$ cat src/rtl/seven_segment_scanner_if.sv
// seven_segment_scanner_if
// Bundles the control inputs and display outputs of seven_segment_scanner.
// The master side (datapath/testbench) drives enable/load/value; the slave
// side (the scanner) drives the segment bus, anodes, frame pulse and a
// debug view of its FSM state.
//
// Handshake: there is no ready signal. `load` is a single-cycle strobe that
// is always accepted on the rising edge where it is high, in any state;
// `value` must be stable on that edge. `enable` is a level, sampled every
// edge. `frame_done` is a one-cycle pulse with no acknowledge.
interface seven_segment_scanner_if #(
  parameter int DIGITS = 4
);
  logic                  enable;
  logic                  load;
  logic [4*DIGITS-1:0]   value;
  logic [6:0]            display;
  logic [DIGITS-1:0]     anode;
  logic                  frame_done;
  logic                  state_dbg;   // 0 = IDLE, 1 = SCAN

  modport master (
    output enable,
    output load,
    output value,
    input  display,
    input  anode,
    input  frame_done,
    input  state_dbg
  );

  modport slave (
    input  enable,
    input  load,
    input  value,
    output display,
    output anode,
    output frame_done,
    output state_dbg
  );
endinterface

$ cat src/rtl/seven_segment_scanner.sv
// seven_segment_scanner
// Time-multiplexed driver for DIGITS seven-segment digits sharing one
// segment bus. A shadow register captures packed nibbles on `load`; the
// scanner lights one digit per slot of REFRESH_DIV cycles and decodes its
// nibble to active-high segments (bit 6 = a ... bit 0 = g).
//
// Optional feature macro: SSD_LEADING_ZERO_BLANK_EN
//   defined   -> leading zero digits (index >= 1) are decoded blank while
//                their anode is still driven, so scan timing is unchanged.
//   undefined -> every digit is decoded normally.
//
// All outputs are registered. Reset is asynchronous, active high.
module seven_segment_scanner #(
  parameter int DIGITS      = 4,
  parameter int REFRESH_DIV = 50000,
  parameter int HEX_MODE    = 0
) (
  input  logic                    clk,
  input  logic                    reset,
  seven_segment_scanner_if.slave  bus
);

  // Index width stays at least one bit so DIGITS = 1 still has a register.
  localparam int IDX_W = (DIGITS > 1) ? $clog2(DIGITS) : 1;
  // REFRESH_DIV >= 2, so the prescaler is always at least one bit wide.
  localparam int PRE_W = $clog2(REFRESH_DIV);

  localparam logic [IDX_W-1:0] LAST_IDX = IDX_W'(DIGITS - 1);
  localparam logic [PRE_W-1:0] LAST_PRE = PRE_W'(REFRESH_DIV - 1);

  typedef enum logic {
    IDLE = 1'b0,
    SCAN = 1'b1
  } state_e;

  state_e              state_q, state_d;
  logic [4*DIGITS-1:0] shadow_q;
  logic [PRE_W-1:0]    presc_q, presc_d;
  logic [IDX_W-1:0]    idx_q, idx_d;
  logic [6:0]          display_q, display_d;
  logic [DIGITS-1:0]   anode_q, anode_d;
  logic                frame_done_q, frame_done_d;

  // Slot bookkeeping derived from the current counters.
  logic                slot_end;
  logic [IDX_W-1:0]    idx_adv;
  logic [IDX_W-1:0]    tgt_idx;

  // Per-digit blanking mask and the decoded glyph for the digit about to
  // be lit.
  logic [DIGITS-1:0]   lz_mask;
  logic [3:0]          nib_tgt;
  logic                blank_tgt;
  logic [6:0]          seg_tgt;

  // Nibble to active-high segment code; 10..15 are glyphs only in hex mode.
  function automatic logic [6:0] seg_decode(input logic [3:0] nib);
    logic [6:0] s;
    case (nib)
      4'h0:    s = 7'b1111110;
      4'h1:    s = 7'b0110000;
      4'h2:    s = 7'b1101101;
      4'h3:    s = 7'b1111001;
      4'h4:    s = 7'b0110011;
      4'h5:    s = 7'b1011011;
      4'h6:    s = 7'b1011111;
      4'h7:    s = 7'b1110000;
      4'h8:    s = 7'b1111111;
      4'h9:    s = 7'b1111011;
      4'hA:    s = (HEX_MODE != 0) ? 7'b1110111 : 7'b0000000;
      4'hB:    s = (HEX_MODE != 0) ? 7'b0011111 : 7'b0000000;
      4'hC:    s = (HEX_MODE != 0) ? 7'b1001110 : 7'b0000000;
      4'hD:    s = (HEX_MODE != 0) ? 7'b0111101 : 7'b0000000;
      4'hE:    s = (HEX_MODE != 0) ? 7'b1001111 : 7'b0000000;
      4'hF:    s = (HEX_MODE != 0) ? 7'b1000111 : 7'b0000000;
      default: s = 7'b0000000;
    endcase
    return s;
  endfunction

  // Shadow register: captures value on every load strobe, in any state.
  always_ff @(posedge clk or posedge reset) begin
    if (reset) begin
      shadow_q <= '0;
    end else if (bus.load) begin
      shadow_q <= bus.value;
    end
  end

  // Slot boundary detection and the wrapping next index.
  always_comb begin
    slot_end = (presc_q == LAST_PRE);
    if (idx_q == LAST_IDX) begin
      idx_adv = '0;
    end else begin
      idx_adv = idx_q + IDX_W'(1);
    end
  end

  // Digit to decode on this edge: digit 0 on entry, the advanced index in SCAN.
  always_comb begin
    if (state_q == IDLE) begin
      tgt_idx = '0;
    end else begin
      tgt_idx = idx_adv;
    end
  end

`ifdef SSD_LEADING_ZERO_BLANK_EN
  // Leading-zero mask: digit i is blank when it and all higher nibbles are 0.
  always_comb begin : lz_scan
    logic lz_run;
    lz_run  = 1'b1;
    lz_mask = '0;
    for (int i = DIGITS - 1; i >= 0; i--) begin
      lz_run     = lz_run & (shadow_q[4*i +: 4] == 4'h0);
      lz_mask[i] = lz_run;
    end
    // The rightmost digit always shows, so an all-zero value reads "0".
    lz_mask[0] = 1'b0;
  end
`else
  // No blanking: every digit decodes its nibble as-is.
  assign lz_mask = '0;
`endif

  // Select the target nibble from the shadow and decode it.
  always_comb begin
    nib_tgt   = 4'h0;
    blank_tgt = 1'b0;
    for (int i = 0; i < DIGITS; i++) begin
      if (tgt_idx == IDX_W'(i)) begin
        nib_tgt   = shadow_q[4*i +: 4];
        blank_tgt = lz_mask[i];
      end
    end
    seg_tgt = blank_tgt ? 7'b0000000 : seg_decode(nib_tgt);
  end

  // FSM state register.
  always_ff @(posedge clk or posedge reset) begin
    if (reset) begin
      state_q <= IDLE;
    end else begin
      state_q <= state_d;
    end
  end

  // FSM next-state: enable alone decides between IDLE and SCAN.
  always_comb begin
    state_d = state_q;
    case (state_q)
      IDLE:    state_d = bus.enable ? SCAN : IDLE;
      SCAN:    state_d = bus.enable ? SCAN : IDLE;
      default: state_d = IDLE;
    endcase
  end

  // FSM outputs: counters, anode, segments and frame pulse for the next cycle.
  // Display and anode are only reloaded on entry or at a slot boundary, so a
  // lit digit never changes mid-slot even if the shadow is reloaded.
  always_comb begin
    presc_d      = presc_q;
    idx_d        = idx_q;
    display_d    = display_q;
    anode_d      = anode_q;
    frame_done_d = 1'b0;
    case (state_q)
      IDLE: begin
        presc_d   = '0;
        idx_d     = '0;
        display_d = 7'b0000000;
        anode_d   = '0;
        if (bus.enable) begin
          anode_d   = DIGITS'(1);
          display_d = seg_tgt;
        end
      end
      SCAN: begin
        if (!bus.enable) begin
          presc_d   = '0;
          idx_d     = '0;
          display_d = 7'b0000000;
          anode_d   = '0;
        end else if (slot_end) begin
          presc_d      = '0;
          idx_d        = idx_adv;
          anode_d      = DIGITS'(1) << idx_adv;
          display_d    = seg_tgt;
          frame_done_d = (idx_q == LAST_IDX);
        end else begin
          presc_d = presc_q + PRE_W'(1);
        end
      end
      default: begin
        presc_d   = '0;
        idx_d     = '0;
        display_d = 7'b0000000;
        anode_d   = '0;
      end
    endcase
  end

  // Datapath registers behind the FSM output logic.
  always_ff @(posedge clk or posedge reset) begin
    if (reset) begin
      presc_q      <= '0;
      idx_q        <= '0;
      display_q    <= 7'b0000000;
      anode_q      <= '0;
      frame_done_q <= 1'b0;
    end else begin
      presc_q      <= presc_d;
      idx_q        <= idx_d;
      display_q    <= display_d;
      anode_q      <= anode_d;
      frame_done_q <= frame_done_d;
    end
  end

  assign bus.display    = display_q;
  assign bus.anode      = anode_q;
  assign bus.frame_done = frame_done_q;
  assign bus.state_dbg  = (state_q == SCAN);

endmodule

$ cat src/flat_wrapper.sv
// flat-port wrapper written by rule: the top's interface ports become plain ports
module seven_segment_scanner_flat 
#(
  parameter int DIGITS      = 4,
  parameter int REFRESH_DIV = 50000,
  parameter int HEX_MODE    = 0
)
  (clk, reset, bus_enable, bus_load, bus_value, bus_display, bus_anode, bus_frame_done, bus_state_dbg);
  seven_segment_scanner_if #(.DIGITS(DIGITS)) bus_i ();
  input  logic clk;
  input  logic reset;
  input wire logic [$bits(bus_i.enable)-1:0] bus_enable;
  input wire logic [$bits(bus_i.load)-1:0] bus_load;
  input wire logic [$bits(bus_i.value)-1:0] bus_value;
  output wire logic [$bits(bus_i.display)-1:0] bus_display;
  output wire logic [$bits(bus_i.anode)-1:0] bus_anode;
  output wire logic [$bits(bus_i.frame_done)-1:0] bus_frame_done;
  output wire logic [$bits(bus_i.state_dbg)-1:0] bus_state_dbg;
  assign bus_i.enable = bus_enable;
  assign bus_i.load = bus_load;
  assign bus_i.value = bus_value;
  assign bus_display = bus_i.display;
  assign bus_anode = bus_i.anode;
  assign bus_frame_done = bus_i.frame_done;
  assign bus_state_dbg = bus_i.state_dbg;
  seven_segment_scanner #(.DIGITS(DIGITS), .REFRESH_DIV(REFRESH_DIV), .HEX_MODE(HEX_MODE)) u_core (.clk(clk), .reset(reset), .bus(bus_i));
endmodule
$ cat config.mk
export PLATFORM = sky130hd
export DESIGN_NAME = seven_segment_scanner_flat
export DESIGN_NICKNAME = d
export VERILOG_FILES = /design/src/rtl/seven_segment_scanner_if.sv /design/src/rtl/seven_segment_scanner.sv /design/src/flat_wrapper.sv
export SDC_FILE = /design/constraint.sdc
export NUM_CORES = 1
export LEC_CHECK = 0
export ABC_AREA = 1
export BUFFER_PORTS_ARGS = -buffer_cell sky130_fd_sc_hd__buf_2
export CAP_MARGIN = 20
export CELL_PAD_IN_SITES_DETAIL_PLACEMENT = 1
export CELL_PAD_IN_SITES_GLOBAL_PLACEMENT = 1
export CORE_ASPECT_RATIO = 1.2
export CORE_UTILIZATION = 46
export CTS_CLUSTER_SIZE = 20
export DETAILED_ROUTE_END_ITERATION = 8
export GPL_TIMING_DRIVEN = 0
export HOLD_SLACK_MARGIN = 0.08
export PLACE_DENSITY_LB_ADDON = 0.1
export SETUP_SLACK_MARGIN = 0.1
export SLEW_MARGIN = 20
export SYNTH_ARGS = -nofsm -noshare
export SYNTH_HDL_FRONTEND = slang
export SYNTH_SLANG_ARGS = --single-unit
$ cat constraint.sdc
create_clock -name clk -period 3 [get_ports clk]
set_input_delay 0.15 -clock clk [delete_from_list [all_inputs] [get_ports clk]]
set_output_delay 0.15 -clock clk [all_outputs]
set_load 0.005 [all_outputs]
==> summary.md <==
| Metric | Value |
|---|---|
| Commonest non-fill, non-tap cell in the layout | nand2_1 |
| Post-DP HPWL | 4471 µm |
| Slew HR | 65.05% |
| Critical Path RT | 3.24 ns |
| Setup_tns | 0 ns |
| Routed vias/inst | ~5.2 |
| Hold Slack | between 0.08 and 0.09 ns |
| Total grt overflow | 0 |
| Clk pwr share | between 20 and 30% |
| Clock slew at reported path FFs | 0.08 ns |
| Gate power share | roughly a fifth |
| Max-slew violation count | 0 |
| Net Switching | 0.0003884 W |
| Cells after synthesis | a little under 300 |
| TritonCTS Sinks | 47 |
| Share of the synthesized area in the top cell type | 46.49% |
| Yosys warnings | 0 |
| DRT iter0 DRCs | 59 |
| RSZ-0062 raised after global routing | false |
| Worst-Skew Late Latency | 0.30 ns |
| I/O Buffers | 32 |
| CP dominant cell by count | nand3_1 |
| RR Endpoint | u_core.bus.display[0] |
| Drc violations | 0 |
| Cell Rows | 29 |
| Internal power | 0.0009466 W |
| Setup Skew | 0.003298 ns |
| Final hold violation count | 0 |
| Buf/Inv on CP | 4 |
| Worst setup EP type | register |
| First-pass GRT wire length | 10670 µm |
| Ranking of synthesized cells by area | dfrtp_1 (46%), nand2_1 (9.1%), inv_1 (6.1%) |
| Syn avg cell area | between 8 and 9 µm² |
| Cell taking the most area after synthesis | dfrtp_1 |
| Die height | 83.24 µm |
| Syn_nets | 321 |
| Hold path start | bus_value[5] |
| Peak Freq | roughly 420 MHz |
| Starting Density | 47.76% |
| Die area | 0.005802 mm² |
| Gp weighted congestion | 0.7811 |
| Post-CTS setup buffers | 0 |
| Final cell count without fillers | 407 |
| Vias | between 2000 and 2500 |
| Synthesized area | 0.002530 mm² |
| Number of buffers created by CTS | 5 |
| Io pins | 33 |
| Largest net degree at the start of global routing | 32 |
| WL/cell | about 15 µm |
| Leakage Power | 1.461 nW |
| Area of the core | 0.005298 mm² |
| Placed insts | 385 |
| Hold worst-path end | u_core.shadow_q[5] |
| Seq pwr share | 52.5% |
| H-Tree Depth | 2 |
| Layout cell share with drive strength beyond 1 | 22.32% |
| Crit path max fanout | 6 |
| Area delta synth->final | 18.94% |
| Die width | 69.70 µm |
| Final period utilization | 78.50% |
| FF+latch count, synth | 47 |
| Critical Path Source | u_core.idx_q[0] |
| CP max stage cell | dfrtp_1 |
| Clk buf depth | 2 |
| Antenna violations before repair | 0 |
| Hold Crit Depth | 2 |
| DRT antenna net count | 0 |
| TritonRoute pass-1 iters | 4 |
| Final setup viols | 0 |
| Sequential element share of the synthesized area | 46.49% |
| Hold WC Path Type | primary input to register |
| Max IR drop VDD | 239.3 µV |
| Slew at the pin closest to its max-slew limit | between 0.5 and 0.6 ns |
| Critical Path Source Type | register |
| WP data arrival | 2.60 ns |
| CTS tree | done |
| Start of the worst register-to-register path | u_core.idx_q[0] |
| Worst R2R Setup Slack | 0.65 ns |
| Final wirelength | 6069 µm |
| GRT Total Usage | 23.17% |
| Nets | 375 |
| FF-to-FF path depth | 14 |
| Crit path kind | register to register |
| Commonest cells after routing, fill and taps aside | nand2_1 (61), dfrtp_1 (47), inv_1 (40) |
| P per Cell Area | ~440 mW/mm² |
| Cells along the critical path | inv_1 > ha_1 > nand2_2 > clkinv_2 > nand3_1 > nand3_1 > nand2_1 > inv_1 > ha_1 > inv_1 > nand2_1 > nand3_1 > nand3_1 > nand2_1 |
| Post-synth cell types | 31 |
| Max-cap violations | 0 |
| Number of global-route vias before repair | 2364 |
| Switch share | 29.09% |
| Critical Path Max Stage Delay | 0.45 ns |
| Root buffer cell | clkbuf_8 |
| # diodes | 0 |
| Crit path time final | 2.355 ns |
| Status | finished, final reports clean |
| Crit-path leading delay family | simple AND/OR/NAND/NOR gates |
==> sequential cells by signal, indices dropped and copies added (netlist names) <==
signal                 count
u_core.bus.display         7
u_core.bus.anode           4
u_core.presc_q            16
u_core.shadow_q           16
u_core.bus.state_dbg       1
u_core.bus.frame_done      1
u_core.idx_q               2
==> worst max path at each step <==
stage                                        to  slack [ns]  cells past startpoint
after detailed placement  u_core.bus.display[0]        0.68                     14
after CTS                 u_core.bus.display[0]        0.61                     14
final                     u_core.bus.display[0]        0.65                     14
after global routing      u_core.bus.display[0]        0.44                     14
after floorplan           u_core.bus.display[3]        1.05                     14
after global placement    u_core.bus.display[2]        0.76                     12
==> synth_stat cells <==
cell type  number
nand2_1        61
dfrtp_1        47
inv_1          41
nand3_1        25
o21ai_0        18
nor2_1         13
ha_1           11
a21oi_1        10
mux2_2         10
nand4_1        10
nor3_1          6
inv_2           4
nand2_2         4
buf_6           3
nand3_2         3
nor2_2          3
nor2_4          3
nor4_1          3
nand2_4         2
o22ai_1         2
a31oi_1         1
buf_1           1
clkbuf_1        1
clkinv_2        1
nand3_4         1
nand3b_1        1
nand4_4         1
nor3_2          1
o21a_1          1
o21ai_1         1
o21ai_4         1
==> metrics by stage <==
| stage | cell area [µm²] | total power [W] | setup WS (ns) | util [%] |
|---|---|---|---|---|
| 2_1_floorplan | 2530 | 0.0008753 | 1.055 | - |
| 3_3_place_gp | 2768 | 0.0009440 | 0.7606 | 52.24 |
| 3_5_place_dp | 2788 | 0.0009604 | 0.6791 | 52.62 |
| 4_1_cts | 3009 | 0.001355 | 0.6117 | 56.80 |
| 5_1_grt | 3009 | 0.001407 | 0.4384 | 56.80 |
| 6_report | 3009 | 0.001335 | 0.6450 | 56.80 |
==> timing repair <==
action	in CTS	in global routing
endpoints found under the hold margin	29	0
gates resized for setup	0	0
hold buffers	14	0
endpoints found under the setup margin	0	0
==> kinds of logic after synthesis <==
logic type	Yosys count	synth area share, %
AOI/OAI and AO/OA	34	7.419
adders and majority gates	11	5.440
DFF	47	46.49
buffers and inverters	51	8.506
muxes	10	4.451
and+or+nand+nor	137	27.70
==> final cells by class <==
type | instances | area [µm²]
plain buffers | 5 | 41.29
well taps | 62 | 77.57
clock inverters | 1 | 5.005
inverters | 46 | 173.9
multi-input cells | 192 | 1139
repair buffers | 47 | 320.3
flip-flops and latches | 47 | 1176
fillers | 640 | 2288
clock buffers | 7 | 76.32
==> layer usage <==
metal  GRT usage [%]  routed length (µm)  up-vias
li1                -                   -     1053
met1           24.49                2313     1036
met2           45.10                3469       32
met3           3.398                 127       11
met4           9.091                 159        0
met5               0                   0        -
==> power groups by stage <==
stage	Clock, W	Sequential, W	Combinational [W]
6_report	0.000374	0.000701	0.000260
5_1_grt	0.000406	0.000706	0.000294
3_5_place_dp	0	0.000714	0.000246
4_1_cts	0.000391	0.000701	0.000263
2_1_floorplan	0	0.000709	0.000166
3_3_place_gp	0	0.000712	0.000232
Power figures use the tool's default switching activity.
